## src/rtl/smul_accum.sv

```systemverilog
// smul_accum: block accumulator for sign-magnitude product words.
// Each term is converted to two's complement and added into a
// saturating running sum. After L terms the block result is held on
// sum/ovf until the consumer takes it.
//
// state  | meaning
// -------+-----------------------------------------------------------
// S_IDLE | waiting for the first term of a block; latches the length
// S_ACC  | accumulating the remaining terms of the block
// S_DONE | result presented on sum/ovf; new terms are held off
module smul_accum #(
   parameter int DATAWIDTH = 8,
   parameter int ACCWIDTH  = 16,
   parameter int LENWIDTH  = 4
) (
   input  logic                 Clk,
   input  logic                 Rst,
   input  logic [DATAWIDTH-1:0] prod,
   input  logic                 prod_valid,
   output logic                 prod_ready,
   input  logic [LENWIDTH-1:0]  len,
   output logic [ACCWIDTH-1:0]  sum,
   output logic                 sum_valid,
   input  logic                 sum_ready,
   output logic                 ovf
);

   typedef enum logic [1:0] {
      S_IDLE = 2'd0,
      S_ACC  = 2'd1,
      S_DONE = 2'd2
   } state_t;

   localparam logic [ACCWIDTH-1:0] ACC_MAX = {1'b0, {(ACCWIDTH-1){1'b1}}};
   localparam logic [ACCWIDTH-1:0] ACC_MIN = {1'b1, {(ACCWIDTH-1){1'b0}}};

   state_t              state, state_nxt;
   logic [ACCWIDTH-1:0] acc, acc_nxt;
   logic [LENWIDTH-1:0] cnt, cnt_nxt;
   logic [LENWIDTH-1:0] len_l, len_l_nxt;
   logic                ovf_r, ovf_nxt;

   logic                term_xfer;
   logic                sum_xfer;
   logic [ACCWIDTH-1:0] mag_ext;
   logic [ACCWIDTH-1:0] term;
   logic [ACCWIDTH:0]   add_full;
   logic                add_sat;
   logic [ACCWIDTH-1:0] add_res;
   logic [LENWIDTH-1:0] len_eff;
   logic [LENWIDTH-1:0] cnt_inc;

   assign term_xfer = prod_valid && prod_ready;
   assign sum_xfer  = sum_valid && sum_ready;

   // Sign-magnitude to two's complement; a negative zero negates to zero.
   always_comb begin
      mag_ext = {{(ACCWIDTH-DATAWIDTH+1){1'b0}}, prod[DATAWIDTH-2:0]};
      term    = prod[DATAWIDTH-1] ? (~mag_ext + 1'b1) : mag_ext;
   end

   // Saturating add: one guard bit exposes overflow in either direction.
   always_comb begin
      add_full = {acc[ACCWIDTH-1], acc} + {term[ACCWIDTH-1], term};
      add_sat  = add_full[ACCWIDTH] != add_full[ACCWIDTH-1];
      if (add_sat) begin
         add_res = add_full[ACCWIDTH] ? ACC_MIN : ACC_MAX;
      end else begin
         add_res = add_full[ACCWIDTH-1:0];
      end
   end

   // A zero length is treated as a single-term block.
   always_comb begin
      len_eff = (len == '0) ? LENWIDTH'(1) : len;
      cnt_inc = cnt + LENWIDTH'(1);
   end

   // State register.
   always_ff @(posedge Clk or posedge Rst) begin
      if (Rst) begin
         state <= S_IDLE;
      end else begin
         state <= state_nxt;
      end
   end

   // Next-state logic.
   always_comb begin
      state_nxt = state;
      case (state)
         S_IDLE: begin
            if (term_xfer) begin
               state_nxt = (len_eff == LENWIDTH'(1)) ? S_DONE : S_ACC;
            end
         end
         S_ACC: begin
            if (term_xfer && (cnt_inc == len_l)) begin
               state_nxt = S_DONE;
            end
         end
         S_DONE: begin
            if (sum_xfer) begin
               state_nxt = S_IDLE;
            end
         end
         default: state_nxt = S_IDLE;
      endcase
   end

   // Outputs decoded from state; ready is held off only while a result waits.
   always_comb begin
      prod_ready = (state != S_DONE);
      sum_valid  = (state == S_DONE);
      sum        = acc;
      ovf        = ovf_r;
   end

   // Datapath next values: first term loads, later terms accumulate.
   always_comb begin
      acc_nxt   = acc;
      cnt_nxt   = cnt;
      len_l_nxt = len_l;
      ovf_nxt   = ovf_r;
      if (term_xfer) begin
         if (state == S_IDLE) begin
            acc_nxt   = term;
            cnt_nxt   = LENWIDTH'(1);
            len_l_nxt = len_eff;
            ovf_nxt   = 1'b0;
         end else if (state == S_ACC) begin
            acc_nxt = add_res;
            cnt_nxt = cnt_inc;
            ovf_nxt = ovf_r | add_sat;
         end
      end
   end

   // Datapath registers; reset discards any partial block.
   always_ff @(posedge Clk or posedge Rst) begin
      if (Rst) begin
         acc   <= '0;
         cnt   <= '0;
         len_l <= '0;
         ovf_r <= 1'b0;
      end else begin
         acc   <= acc_nxt;
         cnt   <= cnt_nxt;
         len_l <= len_l_nxt;
         ovf_r <= ovf_nxt;
      end
   end

endmodule

```

## config.mk

```make
export PLATFORM = sky130hd
export DESIGN_NAME = smul_accum
export DESIGN_NICKNAME = d
export VERILOG_FILES = /design/src/rtl/smul_accum.sv
export SDC_FILE = /design/constraint.sdc
export NUM_CORES = 1
export LEC_CHECK = 0
export ABC_CLOCK_PERIOD_IN_PS = 3500
export BUFFER_PORTS_ARGS = -buffer_cell sky130_fd_sc_hd__buf_2
export CORE_AREA = 2 2 92 94
export CTS_CLUSTER_DIAMETER = 60
export DETAILED_ROUTE_END_ITERATION = 12
export DIE_AREA = 0 0 94 96
export PLACE_DENSITY_LB_ADDON = 0.15
export SLEW_MARGIN = 5
export SYNTH_ARGS = -nofsm -noshare
export SYNTH_HDL_FRONTEND = slang
export SYNTH_SLANG_ARGS = --single-unit
```

## constraint.sdc

```tcl
create_clock -name Clk -period 3.5 [get_ports Clk]
set_input_delay 0.525 -clock Clk [delete_from_list [all_inputs] [get_ports Clk]]
set_output_delay 0.525 -clock Clk [all_outputs]
set_load 0.1 [all_outputs]
```

==> key figures, run 1 <==
Status
  – Status: finished clean

Global routing
  – Largest net degree at the start of global routing: 23
  – GRT Total Usage: 0.155
  – Antenna violations before repair: 0
  – Vias in the first global route: 2,144
  – Total grt overflow: 0
  – First-pass GRT wire length: 11.1 mm

CTS
  – Inserted Clock Buffers: 3
  – Clock root cell: clkbuf_8
  – H-tree depth: 1
  – Post-cts resize count: 0
  – Worst-skew pair later-pin latency: 0.29 ns
  – CTS clk-pin slew, worst paths: 0.11 ns
  – CTS tree: built
  – CTS Sinks: 27
  – Hold Buf Count CTS: 0
  – Post-CTS setup buffers: 0
  – Clock Path Buffers: 2

Hold path
  – Hold WC Path Type: in -> async

Synth
  – Post-Syn Nets: 318
  – Synth Cell Area: 2350 um2
  – Synth unique cells: 48
  – Synth Flop Type: dfrtp_1
  – Ranking of synthesized cells by area: dfrtp_1 (29%), ha_1 (10%), nand2_1 (6.1%)
  – FFs w/ async S/R, synth: 1.00
  – Share of the synthesized area in the top cell type: 0.287
  – Register area share after synthesis: 0.287
  – Syn_area_per_cell: 8.35 um2
  – Post-synth EDFFs: 0
  – Leading area contributor after synthesis: dfrtp_1
  – Ys Warns: 0
  – Gate Count Post-Synth: 282
  – #FFs+latches synth: 27

Final layout
  – Share of cells above drive strength 1: 0.233
  – NumNets Final: 368
  – Antenna cell count: 0
  – Fillers: 868
  – Most frequent cells in the layout: nand2_1 (38), buf_2 (34), a21oi_1 (27), dfrtp_1 (27)
  – Design Area, Final: 2800 um2
  – Commonest non-fill, non-tap cell in the layout: nand2_1
  – P&R area growth vs syn: 18.9%

Floorplanning
  – Rows: 33
  – Core ar.: 8050 um2
  – Die X: 94 um
  – Initial Util: 0.292
  – I/O pin total: 35
  – Die Ht: 96 um
  – DIE AREA: 9020 um2

Setup path
  – CP Capture Type: register
  – R2R setup slack: 0.88 ns
  – Critical path's slowest cell: ha_1
  – Crit path DAT: 3.36 ns
  – Startpoint types: input port
  – Crit-path max cell delay: 0.34 ns
  – Critical path class: in -> reg
  – CP Cell Sequence: buf_2 > inv_1 > ha_1 > nand2_1 > nor3_2 > ha_1 > nand2_1 > o21ai_0 > ha_1 > a21oi_2 > o211ai_2 > a21o_1 > a211oi_2 > o21ai_2 > a211oi_1 > nor3_1
  – Reg2Reg Depth: 9
  – Most common cell on crit path: ha_1
  – R2R Path Start: sum[0]$_DFFE_PP0P_
  – Worst-path fanout max: 10
  – Reg2reg end: sum[0]$_DFFE_PP0P_
  – Worst Path Required: 3.68 ns

Place
  – Gp weighted congestion: 0.793
  – Port bufs: 34
  – DP HPWL: 5.32 mm
  – Placement Cell Area: 2750 um2

Detailed routing
  – Residual DRC: 0
  – Routed wire per std cell: 15.4 um
  – Routed Antenna Nets: 0
  – WL final: 6.74 mm
  – 1st-pass router iterations: 4
  – Initial drt markers: 99
  – Routed via count: 2,229
  – Vias per cell: 5.11

Timing
  – Hold Fails Final Rpt: 0
  – Slew @ Worst Pin: 0.868 ns
  – Fmax: 314 MHz
  – Tmin final: 3.19 ns
  – Final period utilization: 0.911
  – RSZ-0062 raised after global routing: false
  – Max-slew violations: 0
  – Max-slew headroom: 0.421
  – Final setup viols: 0
  – Clock skew: 0.00480 ns

Flow run
  – Max-cap violations: 0
## through the flow
step           hold WS [ns]  setup slack, ns  setup TNS, ns  utilization  instances
6_report              0.399            0.312              0        0.348        436
3_5_place_dp          0.476          -0.0812         -0.400        0.341        432
2_1_floorplan         0.455            0.317              0            -        282
3_3_place_gp          0.482           0.0252              0        0.341        432
4_1_cts               0.413            0.209              0        0.347        436
5_1_grt               0.448           0.0199              0        0.348        436
## critical path: cells and delay by family
kind / cells / cell delay, ns
fa+ha+maj: 3 / 0.76
simple gates: 4 / 0.39
compound gates: 7 / 1.51
buf+inv: 2 / 0.17
## final cells by class
| cell class | instances | area (um2) | share of cell area |
|---|---|---|---|
| well taps | 105 | 131 | 0.0469 |
| flip-flops and latches | 27 | 676 | 0.241 |
| repair buffers | 57 | 343 | 0.122 |
| inverters | 6 | 22.5 | 0.00804 |
| clock inverters | 1 | 7.51 | 0.00268 |
| multi-input cells | 237 | 1580 | 0.564 |
| clock buffers | 3 | 41.3 | 0.0147 |
## Yosys cell counts (5+ instances only)
| library cell | instances |
|---|---|
| nand2_1 | 38 |
| o21ai_1 | 10 |
| o211ai_1 | 7 |
| a21o_1 | 8 |
| nor3_1 | 5 |
| a211oi_1 | 5 |
| nand3_1 | 7 |
| ha_1 | 19 |
| o21ai_0 | 23 |
| nor2_1 | 15 |
| xnor2_1 | 14 |
| clkbuf_1 | 6 |
| inv_1 | 6 |
| dfrtp_1 | 27 |
| a21oi_1 | 27 |
| xor2_1 | 10 |
## worst max path at each step
stage | slack (ns) | endpoint | from
finish | 0.31 | sum[0]$_DFFE_PP0P_ | prod[1]
floorplan | 0.32 | sum[6]$_DFFE_PP0P_ | prod[1]
global placement | 0.03 | sum[0]$_DFFE_PP0P_ | prod[1]
global route | 0.02 | sum[14]$_DFFE_PP0P_ | prod[1]
CTS | 0.21 | sum[0]$_DFFE_PP0P_ | prod[1]
detailed placement | -0.08 | sum[0]$_DFFE_PP0P_ | prod[1]
## routing by layer
metal | up-vias | wire length [um] | GRT usage
met3 | 7 | 213 | 0.0172
met4 | 0 | 87 | 0.0362
met5 | - | 0 | 0
li1 | 1121 | - | -
met1 | 1061 | 3270 | 0.208
met2 | 40 | 3160 | 0.269
## flip-flops by register name, indices dropped and copies added (netlist names)
| name | count |
|---|---|
| sum | 16 |
| cnt | 4 |
| state | 2 |
| len_l | 4 |
| ovf | 1 |
## cell families (layout without fill, tap and decap cells)
group	after synthesis	in the layout	synth area share
and+or+nand+nor	80	80	0.154
AOI/OAI and AO/OA	110	110	0.302
adders and majority gates	23	23	0.124
DFF	27	27	0.287
buffers and inverters	18	67	0.0446
xor gates and xnor gates	24	24	0.0893
Power of run 1 is left out: the tool's default activity adds up to more than one toggle a clock period on the data nets, which glitch-free logic cannot reach.
==> inputs of run 2 (changes only) <==
==> constraint.sdc (replaced) <==
create_clock -name Clk -period 3.5 [get_ports Clk]
set_input_delay 0.35 -clock Clk [delete_from_list [all_inputs] [get_ports Clk]]
set_output_delay 0.35 -clock Clk [all_outputs]
set_load 0.1 [all_outputs]
==> run 2 against run 1 <==
  * Clock skew is 0.00099 ns lower
  * Global-route usage is 0.30 points lower
  * Die area stayed put
  * Cell area is 1.1% lower
  * First-iteration DRC count is 1.0% lower
  * Via count is 2.6% lower
  * Non-clock buffer count is 6 lower
  * Largest cell class unchanged
==> key figures, run 2 (synthesis gave the netlist of run 1 again) <==
Status
  – Status: finished clean (unchanged)

Setup path
  – Worst-path fanout max: 10 (unchanged)
  – Critical path class: in -> reg (unchanged)
  – Worst Path Required: 3.67 ns (was 3.68 ns)
  – Crit path DAT: 3.34 ns (was 3.36 ns)
  – Reg2Reg Depth: 10 (was 9)
  – Crit-path max cell delay: 0.38 ns (was 0.34 ns)
  – Critical path's slowest cell: ha_1 (unchanged)
  – CP Capture Type: register (unchanged)
  – Most common cell on crit path: ha_1 (unchanged)
  – CP Cell Sequence: buf_2 > inv_1 > ha_1 > nand2_1 > nor3_2 > ha_1 > nand2_1 > o21ai_0 > ha_1 > a21oi_2 > o211ai_2 > a21o_1 > a211oi_4 > o21ai_2 > a211oi_1 > nor3_1 (was buf_2 > inv_1 > ha_1 > nand2_1 > nor3_2 > ha_1 > nand2_1 > o21ai_0 > ha_1 > a21oi_2 > o211ai_2 > a21o_1 > a211oi_2 > o21ai_2 > a211oi_1 > nor3_1)
  – Startpoint types: input port (unchanged)

Hold path
  – Hold WC Path Type: in -> async (unchanged)

Final layout
  – Antenna cell count: 0 (unchanged)
  – Area of the multi-input gates: 1590 um2 (was 1580 um2)
  – Fillers: 890 (was 868)
  – NumNets Final: 362 (was 368)
  – Commonest non-fill, non-tap cell in the layout: nand2_1 (unchanged)
  – Share of cells above drive strength 1: 0.218 (was 0.233)
  – Max reg flops: 16 (unchanged)
  – Seq. cell area: 676 um2 (unchanged)
  – P&R area growth vs syn: 17.6% (was 18.9%)
  – Most frequent cells in the layout: nand2_1 (38), buf_2 (34), a21oi_1 (27), dfrtp_1 (27), o21ai_0 (23) (was nand2_1 (38), buf_2 (34), a21oi_1 (27), dfrtp_1 (27))
  – Finished Layout Cells: 430 (was 436)

Global routing
  – First-pass GRT wire length: 10.8 mm (was 11.1 mm)
  – Total grt overflow: 0 (unchanged)
  – Largest net degree at the start of global routing: 23 (unchanged)
  – Antenna violations before repair: 0 (unchanged)
  – Vias in the first global route: 2,144 (unchanged)
  – GRT Total Usage: 0.152 (was 0.155)

Timing
  – Final worst setup slack: 0.324 ns (was 0.312 ns)
  – Hold Fails Final Rpt: 0 (unchanged)
  – Max-slew violations: 0 (unchanged)
  – Max-slew headroom: 0.552 (was 0.421)
  – Slew @ Worst Pin: 0.671 ns (was 0.868 ns)
  – Tmin final: 3.18 ns (was 3.19 ns)
  – Fmax: 315 MHz (was 314 MHz)
  – Final period utilization: 0.907 (was 0.911)
  – Clock skew: 0.00382 ns (was 0.00480 ns)
  – RSZ-0062 raised after global routing: false (unchanged)
  – Final setup viols: 0 (unchanged)

Floorplanning
  – DIE AREA: 9020 um2 (unchanged)
  – Initial Util: 0.292 (unchanged)
  – Die X: 94 um (unchanged)
  – Rows: 33 (unchanged)
  – Die Ht: 96 um (unchanged)
  – I/O pin total: 35 (unchanged)
  – Core ar.: 8050 um2 (unchanged)

Flow run
  – Max-cap violations: 0 (unchanged)

CTS
  – CTS tree: built (unchanged)
  – Inserted Clock Buffers: 3 (unchanged)
  – H-tree depth: 1 (unchanged)
  – Clock root cell: clkbuf_8 (unchanged)
  – CTS Sinks: 27 (unchanged)
  – Clock Path Buffers: 2 (unchanged)
  – CTS clk-pin slew, worst paths: 0.10 ns (was 0.11 ns)
  – Hold Buf Count CTS: 0 (unchanged)
  – Worst-skew pair later-pin latency: 0.28 ns (was 0.29 ns)

Detailed routing
  – WL final: 6.59 mm (was 6.74 mm)
  – 1st-pass router iterations: 4 (unchanged)
  – Routed via count: 2,171 (was 2,229)
  – Initial drt markers: 98 (was 99)
  – Vias per cell: 5.05 (was 5.11)
  – Residual DRC: 0 (unchanged)
  – Routed Antenna Nets: 0 (unchanged)
  – Routed wire per std cell: 15.3 um (was 15.4 um)

Place
  – DP HPWL: 5.20 mm (was 5.32 mm)
  – Gp weighted congestion: 0.856 (was 0.793)
  – Port bufs: 34 (unchanged)
  – Cells after DPL: 426 (was 432)
  – Post-Place Worst Slack: -0.187 ns (was -0.0812 ns)
run 2: cell types whose count changed in the layout (fill, tap and decap cells not counted):
| cell | change |
|---|---|
| a211oi_2 | -1 |
| a211oi_4 | +1 |
| buf_4 | -6 |
| nor3_2 | -1 |
| nor3_4 | +1 |
run 2: layout make-up:
type / instances / area share
repair buffers: 51 / 0.108
clock buffers: 3 / 0.0149
well taps: 105 / 0.0474
multi-input cells: 237 / 0.575
flip-flops and latches: 27 / 0.244
inverters: 6 / 0.00813
clock inverters: 1 / 0.00271
run 2: worst paths after layout:
check | from | to | slack [ns]
max | prod[0] | sum[0]$_DFFE_PP0P_ | 0.32
min | Rst | sum[3]$_DFFE_PP0P_ | 0.15
max reg2reg | sum[0]$_DFFE_PP0P_ | sum[0]$_DFFE_PP0P_ | 0.76
min reg2reg | len_l[0]$_DFFE_PP0P_ | len_l[0]$_DFFE_PP0P_ | 0.50
max in group asynchronous | Rst | cnt[1]$_DFFE_PP0P_ | 2.72
min in group Clk | sum_ready | state[1]$_DFFE_PP0P_ | 0.25
run 2: worst max-delay path, delay by kind of cell:
family / cells / cell delay [ns]
compound gates: 7 / 1.60
buf+inv: 2 / 0.19
fa+ha+maj: 3 / 0.80
simple gates: 4 / 0.41
run 2: per-layer routing:
| layer | vias up | global-route usage | share of wire |
|---|---|---|---|
| met4 | 0 | 0.0531 | 0.024 |
| li1 | 1110 | - | - |
| met2 | 39 | 0.252 | 0.46 |
| met3 | 10 | 0.0172 | 0.031 |
| met1 | 1012 | 0.206 | 0.49 |
| met5 | - | 0 | 0 |
run 2: metrics by stage:
step | setup TNS [ns] | utilization | hold slack, ns | instance area (um2)
after floorplan | 0 | - | 0.403 | 2350
after global placement | -0.0637 | 0.336 | 0.481 | 2700
after detailed placement | -1.53 | 0.336 | 0.483 | 2700
after CTS | 0 | 0.342 | 0.172 | 2750
after global routing | 0 | 0.344 | 0.203 | 2770
final | 0 | 0.344 | 0.148 | 2770
run 2: timing repair:
action,in CTS,in global routing
buffers inserted,0,0
endpoints found under the setup margin,0,13
hold endpoints to repair,0,0
gates resized for setup,0,3
Power of run 2 is left out for the same reason.
